## src/rtl/alu_issue_if.sv

```systemverilog
// Decode-to-EX issue bus for alu_issue: upstream instruction fields plus the registered EX-side results.
// The master side belongs to decode/EX, and the slave side belongs to the issue stage.
interface alu_issue_if;
  logic        in_valid;
  logic        in_ready;
  logic [6:0]  in_opcode;
  logic [2:0]  in_funct3;
  logic        in_funct7_5;
  logic [4:0]  in_rs1_idx;
  logic [4:0]  in_rs2_idx;
  logic [4:0]  in_rd;
  logic [63:0] in_rs1_val;
  logic [63:0] in_rs2_val;
  logic [63:0] in_imm;
  logic        flush;
  logic        out_ready;
  logic        out_valid;
  logic [63:0] rs1;
  logic [63:0] rs2;
  logic [3:0]  ALUcontrol;
  logic [63:0] store_data;
  logic [4:0]  out_rd;
  logic        memread;
  logic        memwrite;
  logic        regwrite;
  logic        branch;
  logic        illegal;
  logic [15:0] stall_count;

  modport master (
    output in_valid, in_opcode, in_funct3, in_funct7_5, in_rs1_idx, in_rs2_idx, in_rd,
           in_rs1_val, in_rs2_val, in_imm, flush, out_ready,
    input  in_ready, out_valid, rs1, rs2, ALUcontrol, store_data, out_rd,
           memread, memwrite, regwrite, branch, illegal, stall_count
  );

  modport slave (
    input  in_valid, in_opcode, in_funct3, in_funct7_5, in_rs1_idx, in_rs2_idx, in_rd,
           in_rs1_val, in_rs2_val, in_imm, flush, out_ready,
    output in_ready, out_valid, rs1, rs2, ALUcontrol, store_data, out_rd,
           memread, memwrite, regwrite, branch, illegal, stall_count
  );
endinterface

```

## src/rtl/alu_issue.sv

```systemverilog
// ALU issue stage: decodes one RV64 integer/ld/sd/beq instruction into a registered EX bundle.
// It also inserts a one-cycle bubble on a load-use hazard against the held load.
module alu_issue (
  input  logic   clk,
  input  logic   reset,
  alu_issue_if.slave bus
);

  localparam logic [6:0] OP_REG    = 7'b0110011;
  localparam logic [6:0] OP_IMM    = 7'b0010011;
  localparam logic [6:0] OP_LOAD   = 7'b0000011;
  localparam logic [6:0] OP_STORE  = 7'b0100011;
  localparam logic [6:0] OP_BRANCH = 7'b1100011;

  localparam logic [3:0] ALU_ADD = 4'b0010;
  localparam logic [3:0] ALU_SUB = 4'b0110;
  localparam logic [3:0] ALU_AND = 4'b0000;
  localparam logic [3:0] ALU_OR  = 4'b0001;

  logic        out_valid_reg;
  logic [63:0] rs1_reg;
  logic [63:0] rs2_reg;
  logic [3:0]  alu_reg;
  logic [63:0] store_reg;
  logic [4:0]  rd_reg;
  logic        memread_reg;
  logic        memwrite_reg;
  logic        regwrite_reg;
  logic        branch_reg;
  logic        illegal_reg;
  logic [15:0] stall_reg;

  logic [3:0]  alu_next;
  logic [63:0] rs2_next;
  logic [63:0] store_next;
  logic        memread_next;
  logic        memwrite_next;
  logic        regwrite_next;
  logic        branch_next;
  logic        illegal_next;

  logic        uses_rs2;
  logic        hazard;
  logic        in_ready;
  logic        load;

  always_comb begin
    alu_next      = ALU_ADD;
    rs2_next      = bus.in_rs2_val;
    store_next    = 64'd0;
    memread_next  = 1'b0;
    memwrite_next = 1'b0;
    regwrite_next = 1'b0;
    branch_next   = 1'b0;
    illegal_next  = 1'b0;
    case (bus.in_opcode)
      OP_REG: begin
        regwrite_next = 1'b1;
        case (bus.in_funct3)
          3'b000:  alu_next = bus.in_funct7_5 ? ALU_SUB : ALU_ADD;
          3'b111:  alu_next = ALU_AND;
          3'b110:  alu_next = ALU_OR;
          default: illegal_next = 1'b1;
        endcase
      end
      OP_IMM: begin
        rs2_next      = bus.in_imm;
        regwrite_next = 1'b1;
        case (bus.in_funct3)
          3'b000:  alu_next = ALU_ADD;
          3'b111:  alu_next = ALU_AND;
          3'b110:  alu_next = ALU_OR;
          default: illegal_next = 1'b1;
        endcase
      end
      OP_LOAD: begin
        rs2_next      = bus.in_imm;
        memread_next  = 1'b1;
        regwrite_next = 1'b1;
        illegal_next  = (bus.in_funct3 != 3'b011);
      end
      OP_STORE: begin
        rs2_next      = bus.in_imm;
        store_next    = bus.in_rs2_val;
        memwrite_next = 1'b1;
        illegal_next  = (bus.in_funct3 != 3'b011);
      end
      OP_BRANCH: begin
        alu_next     = ALU_SUB;
        branch_next  = 1'b1;
        illegal_next = (bus.in_funct3 != 3'b000);
      end
      default: illegal_next = 1'b1;
    endcase
    // Illegal encodings still flow downstream, but they must not have side effects.
    if (illegal_next) begin
      alu_next      = ALU_ADD;
      store_next    = 64'd0;
      memread_next  = 1'b0;
      memwrite_next = 1'b0;
      regwrite_next = 1'b0;
      branch_next   = 1'b0;
    end
    if (bus.in_rd == 5'd0) begin
      regwrite_next = 1'b0;
    end
  end

  // I-type encodings carry immediate bits in the rs2 field, so only R/S/B formats compare it.
  assign uses_rs2 = (bus.in_opcode == OP_REG) || (bus.in_opcode == OP_STORE) ||
                    (bus.in_opcode == OP_BRANCH);

  assign hazard = out_valid_reg && memread_reg && (rd_reg != 5'd0) && bus.in_valid &&
                  ((bus.in_rs1_idx == rd_reg) || (uses_rs2 && (bus.in_rs2_idx == rd_reg)));

  assign in_ready = (!out_valid_reg || bus.out_ready) && !hazard && !bus.flush;
  assign load     = bus.in_valid && in_ready;

  always_ff @(posedge clk or posedge reset) begin
    if (reset) begin
      out_valid_reg <= 1'b0;
      rs1_reg       <= 64'd0;
      rs2_reg       <= 64'd0;
      alu_reg       <= 4'b0000;
      store_reg     <= 64'd0;
      rd_reg        <= 5'd0;
      memread_reg   <= 1'b0;
      memwrite_reg  <= 1'b0;
      regwrite_reg  <= 1'b0;
      branch_reg    <= 1'b0;
      illegal_reg   <= 1'b0;
      stall_reg     <= 16'd0;
    end else begin
      if (bus.flush) begin
        out_valid_reg <= 1'b0;
      end else if (load) begin
        out_valid_reg <= 1'b1;
        rs1_reg       <= bus.in_rs1_val;
        rs2_reg       <= rs2_next;
        alu_reg       <= alu_next;
        store_reg     <= store_next;
        rd_reg        <= bus.in_rd;
        memread_reg   <= memread_next;
        memwrite_reg  <= memwrite_next;
        regwrite_reg  <= regwrite_next;
        branch_reg    <= branch_next;
        illegal_reg   <= illegal_next;
      end else if (bus.out_ready) begin
        out_valid_reg <= 1'b0;
      end
      // A bubble cycle is one where the held load leaves while its consumer waits.
      if (hazard && bus.out_ready && !bus.flush && (stall_reg != 16'hFFFF)) begin
        stall_reg <= stall_reg + 16'd1;
      end
    end
  end

  assign bus.in_ready    = in_ready;
  assign bus.out_valid   = out_valid_reg;
  assign bus.rs1         = rs1_reg;
  assign bus.rs2         = rs2_reg;
  assign bus.ALUcontrol  = alu_reg;
  assign bus.store_data  = store_reg;
  assign bus.out_rd      = rd_reg;
  assign bus.memread     = memread_reg;
  assign bus.memwrite    = memwrite_reg;
  assign bus.regwrite    = regwrite_reg;
  assign bus.branch      = branch_reg;
  assign bus.illegal     = illegal_reg;
  assign bus.stall_count = stall_reg;

endmodule
```

## src/flat_wrapper.sv

```systemverilog
// flat-port wrapper written by rule: the top's interface ports become plain ports
module alu_issue_flat 
  (clk, reset, bus_in_valid, bus_in_opcode, bus_in_funct3, bus_in_funct7_5, bus_in_rs1_idx, bus_in_rs2_idx, bus_in_rd, bus_in_rs1_val, bus_in_rs2_val, bus_in_imm, bus_flush, bus_out_ready, bus_in_ready, bus_out_valid, bus_rs1, bus_rs2, bus_ALUcontrol, bus_store_data, bus_out_rd, bus_memread, bus_memwrite, bus_regwrite, bus_branch, bus_illegal, bus_stall_count);
  alu_issue_if bus_i ();
  input  logic clk;
  input  logic reset;
  input wire logic [$bits(bus_i.in_valid)-1:0] bus_in_valid;
  input wire logic [$bits(bus_i.in_opcode)-1:0] bus_in_opcode;
  input wire logic [$bits(bus_i.in_funct3)-1:0] bus_in_funct3;
  input wire logic [$bits(bus_i.in_funct7_5)-1:0] bus_in_funct7_5;
  input wire logic [$bits(bus_i.in_rs1_idx)-1:0] bus_in_rs1_idx;
  input wire logic [$bits(bus_i.in_rs2_idx)-1:0] bus_in_rs2_idx;
  input wire logic [$bits(bus_i.in_rd)-1:0] bus_in_rd;
  input wire logic [$bits(bus_i.in_rs1_val)-1:0] bus_in_rs1_val;
  input wire logic [$bits(bus_i.in_rs2_val)-1:0] bus_in_rs2_val;
  input wire logic [$bits(bus_i.in_imm)-1:0] bus_in_imm;
  input wire logic [$bits(bus_i.flush)-1:0] bus_flush;
  input wire logic [$bits(bus_i.out_ready)-1:0] bus_out_ready;
  output wire logic [$bits(bus_i.in_ready)-1:0] bus_in_ready;
  output wire logic [$bits(bus_i.out_valid)-1:0] bus_out_valid;
  output wire logic [$bits(bus_i.rs1)-1:0] bus_rs1;
  output wire logic [$bits(bus_i.rs2)-1:0] bus_rs2;
  output wire logic [$bits(bus_i.ALUcontrol)-1:0] bus_ALUcontrol;
  output wire logic [$bits(bus_i.store_data)-1:0] bus_store_data;
  output wire logic [$bits(bus_i.out_rd)-1:0] bus_out_rd;
  output wire logic [$bits(bus_i.memread)-1:0] bus_memread;
  output wire logic [$bits(bus_i.memwrite)-1:0] bus_memwrite;
  output wire logic [$bits(bus_i.regwrite)-1:0] bus_regwrite;
  output wire logic [$bits(bus_i.branch)-1:0] bus_branch;
  output wire logic [$bits(bus_i.illegal)-1:0] bus_illegal;
  output wire logic [$bits(bus_i.stall_count)-1:0] bus_stall_count;
  assign bus_i.in_valid = bus_in_valid;
  assign bus_i.in_opcode = bus_in_opcode;
  assign bus_i.in_funct3 = bus_in_funct3;
  assign bus_i.in_funct7_5 = bus_in_funct7_5;
  assign bus_i.in_rs1_idx = bus_in_rs1_idx;
  assign bus_i.in_rs2_idx = bus_in_rs2_idx;
  assign bus_i.in_rd = bus_in_rd;
  assign bus_i.in_rs1_val = bus_in_rs1_val;
  assign bus_i.in_rs2_val = bus_in_rs2_val;
  assign bus_i.in_imm = bus_in_imm;
  assign bus_i.flush = bus_flush;
  assign bus_i.out_ready = bus_out_ready;
  assign bus_in_ready = bus_i.in_ready;
  assign bus_out_valid = bus_i.out_valid;
  assign bus_rs1 = bus_i.rs1;
  assign bus_rs2 = bus_i.rs2;
  assign bus_ALUcontrol = bus_i.ALUcontrol;
  assign bus_store_data = bus_i.store_data;
  assign bus_out_rd = bus_i.out_rd;
  assign bus_memread = bus_i.memread;
  assign bus_memwrite = bus_i.memwrite;
  assign bus_regwrite = bus_i.regwrite;
  assign bus_branch = bus_i.branch;
  assign bus_illegal = bus_i.illegal;
  assign bus_stall_count = bus_i.stall_count;
  alu_issue u_core (.clk(clk), .reset(reset), .bus(bus_i));
endmodule
```

## config.mk

```make
export PLATFORM = sky130hd
export DESIGN_NAME = alu_issue_flat
export DESIGN_NICKNAME = d
export VERILOG_FILES = /design/src/rtl/alu_issue_if.sv /design/src/rtl/alu_issue.sv /design/src/flat_wrapper.sv
export SDC_FILE = /design/constraint.sdc
export NUM_CORES = 1
export LEC_CHECK = 0
export CAP_MARGIN = 20
export CORE_AREA = 2 2 175 177
export DETAILED_ROUTE_END_ITERATION = 6
export DIE_AREA = 0 0 177 179
export PLACE_DENSITY = 0.66
export SYNTH_ARGS = -nofsm -noshare
export SYNTH_HDL_FRONTEND = slang
export SYNTH_SLANG_ARGS = --single-unit
```

## constraint.sdc

```tcl
create_clock -name clk -period 21 [get_ports clk]
set_input_delay 4.2 -clock clk [delete_from_list [all_inputs] [get_ports clk]]
set_output_delay 4.2 -clock clk [all_outputs]
set_load 0.03 [all_outputs]
```

==> key figures <==
Timing
  – Worst Tran Pin Value: 0.965 ns
  – Final setup fails: 0
  – Unrepaired setup endpoints after global routing: false
  – Setup ws final: 10.07 ns
  – Relative slew slack: 35.7%
  – Final Hold Fails: 0
  – Peak Freq: 91.5 MHz
  – Final hold slack: 0.487 ns
  – Final worst path period share: 52.1%
  – Tmin final: 10.93 ns
  – Sum of negative setup slack: 0 ns
  – Final Skew: 0.00686 ns
  – Pins Over Slew Limit: 0

Logic synthesis
  – Mapped Cells: 867
  – Synthesized flop and latch total: 222
  – Primary FF master, synth: dfrtp_1
  – Post-synth EDFFs: 0
  – Largest area contributor in the netlist: dfrtp_1
  – Syn Nets: 1091
  – Distinct cells, synth: 42
  – Synthesized cell area: 0.00986 mm²
  – Dominant cells by area after synthesis: dfrtp_1 56%, o21ai_0 12%, mux2_4 9.0%
  – Ys Warns: 0
  – Synth top area share: 56.4%
  – List of most frequent post-synthesis cells: 243 x o21ai_0, 222 x dfrtp_1, 79 x nand2_1
  – Top-count cell post-synth: o21ai_0
  – Sequential share of the synthesized area: 56.4%
  – Syn avg cell area: 11.4 µm²
  – Asr flop ratio synth: 100%

Placed design
  – DP Worst Slack: 10.10 ns
  – Placed inst area: 0.0146 mm²
  – IO Port Bufs: 445
  – RD Place Congestion: 0.828
  – Dpl hpwl: 22800 µm

Floorplanning
  – Die height: 179 µm
  – Die Span X: 177 µm
  – Initial Util: 32.8%
  – Die ar.: 0.0317 mm²
  – I/O pin cnt: 447
  – Core area: 0.0300 mm²
  – Core Rows: 64

Min path
  – Hold path start: u_core.bus.ALUcontrol[0]
  – HP Class: reg -> reg
  – Hold path cells: 1

Pwr
  – Cell Pwr Density: 81.1 mW/mm²
  – Sw Pwr: 0.364 mW
  – Worst VDD drop: 0.0471 mV
  – Total Power: 1.25 mW
  – Static leakage power: 6.72 nW
  – Net Sw Frac: 29.0%
  – Sequential cell fraction of total power: 39.3%
  – Comb power frac: 24.7%
  – Clock share of power: 35.9%
  – Internal power: 0.890 mW

Final layout
  – Reg area: 0.00556 mm²
  – N_diodes: 0
  – Synth-to-Final Area Change: 56.8%
  – Share of layout cells above drive strength 1: 10.4%
  – Fill count: 2674
  – Fin area: 0.0155 mm²
  – Multi-input gate area: 0.00400 mm²
  – Final #Nets: 1506

GRT
  – Initial antenna violation count: 0
  – GRT Total Usage: 20.0%
  – Gr ovfl total: 0
  – Vias in the first global route: 8410
  – First-pass GRT wire length: 49900 µm
  – Largest net degree at the start of global routing: 89

Outcome
  – Status: complete, no violations

Drt
  – DRT iter0 DRCs: 479
  – WL per Instance: 19.5 µm
  – Final ANT Viol Nets: 0
  – DRC: 0
  – Vias: 8392
  – Drt pass-1 iters: 5
  – Via density: 4.94
  – Final wirelength: 33200 µm

Run
  – MaxCap Viol Count: 0

Setup path
  – Setup CP Type: in -> out
  – CP Max Fanout: 17
  – CP required: 16.80 ns
  – Crit path arrival time: 6.73 ns
  – Worst Reg-to-Reg Cells: 7
  – Critical Path Start Type: input port
  – Crit path from: bus_in_opcode[2]
  – Reg2reg start: u_core.bus.out_rd[1]
  – CP endpoint kind: output port

CTS
  – Root Buffer: clkbuf_16
  – Clock Latency Late Sink: 0.52 ns
  – Worst-path clk slew: 0.06 ns
  – Number of buffers created by CTS: 26
  – Sink Count: 222
  – Maximum buffer depth of the clock tree: 3
  – CTS HTree Levels: 1
  – Post-CTS Hold Buffers: 0
  – CTS tree: yes
  – # Post-CTS Setup Buffers: 0
  – Cts repair resizes: 0
-- power groups by stage --
stage	Sequential [mW]	Clock, mW	Combinational [mW]
floorplan	0.583	0	0.0736
global placement	0.499	0	0.309
detailed placement	0.501	0	0.311
CTS	0.493	0.464	0.313
global route	0.499	0.480	0.327
finish	0.493	0.451	0.310
-- layer usage --
metal	share of wire (%)	vias up	track usage [%]	wire length [µm]
met5	0	-	0	0
met4	2.5	0	5.75	842
met3	9.3	58	5.96	3080
met2	48	375	32.7	15800
met1	41	4077	25.5	13400
li1	-	3882	-	-
-- critical path, cell delays in order --
cell and delay (ns):
clkdlybuf4s50_1 0.47, and4bb_2 0.31, nand4_1 0.16, nor4_2 0.07
o21ai_2 0.60, and2_1 0.23, clkdlybuf4s50_1 0.68
-- area by class of cell --
class                   instances  area share (%)
flip-flops and latches        222            35.9
clock inverters                 8           0.583
well taps                     396            3.20
multi-input cells             574            25.9
clock buffers                  40            4.88
repair buffers                454            29.4
inverters                       4           0.146
-- final timing paths --
kind                                             end  slack [ns]
min in group asynchronous         u_core.bus.rs1[58]        4.16
setup / recovery                        bus_in_ready       10.07
setup reg to reg                  u_core.bus.rs1[21]       17.55
max in group asynchronous  u_core.bus.store_data[52]       15.49
hold reg to reg             u_core.bus.ALUcontrol[0]        0.49
hold / removal              u_core.bus.ALUcontrol[0]        0.49
-- logic make-up after synthesis --
kind of cell,share of synthesized area [%]
AO/OA/AOI/OAI,14.2
flip-flops,56.4
multiplexers,17.2
AND/OR/NAND/NOR,6.40
buffers and inverters,3.48
XOR/XNOR,2.22
adder cells (fa/ha/maj),0.127
other,0.0380
-- placed cells by master (no fill, tap or decap), types with 5 or more instances in the layout --
cell / instances
xnor2_1: 10
mux2i_1: 64
clkdlybuf4s50_1: 445
nand2_1: 76
mux2_2: 15
nor2_1: 5
nor3_1: 9
o21ai_0: 243
a21oi_1: 6
nor4_1: 5
xor2_1: 15
nand3_1: 10
o21ai_1: 19
buf_4: 8
dfrtp_1: 222
clkbuf_16: 27
clkinv_2: 6
clkbuf_1: 10
mux2_4: 59
-- through the flow --
step	std cells	utilization, %
after floorplan	867	-
after global placement	1649	48.6
after detailed placement	1649	48.6
after CTS	1697	51.4
after global routing	1698	51.5
final	1698	51.5
Note: power is estimated with default switching activity, not from simulation.
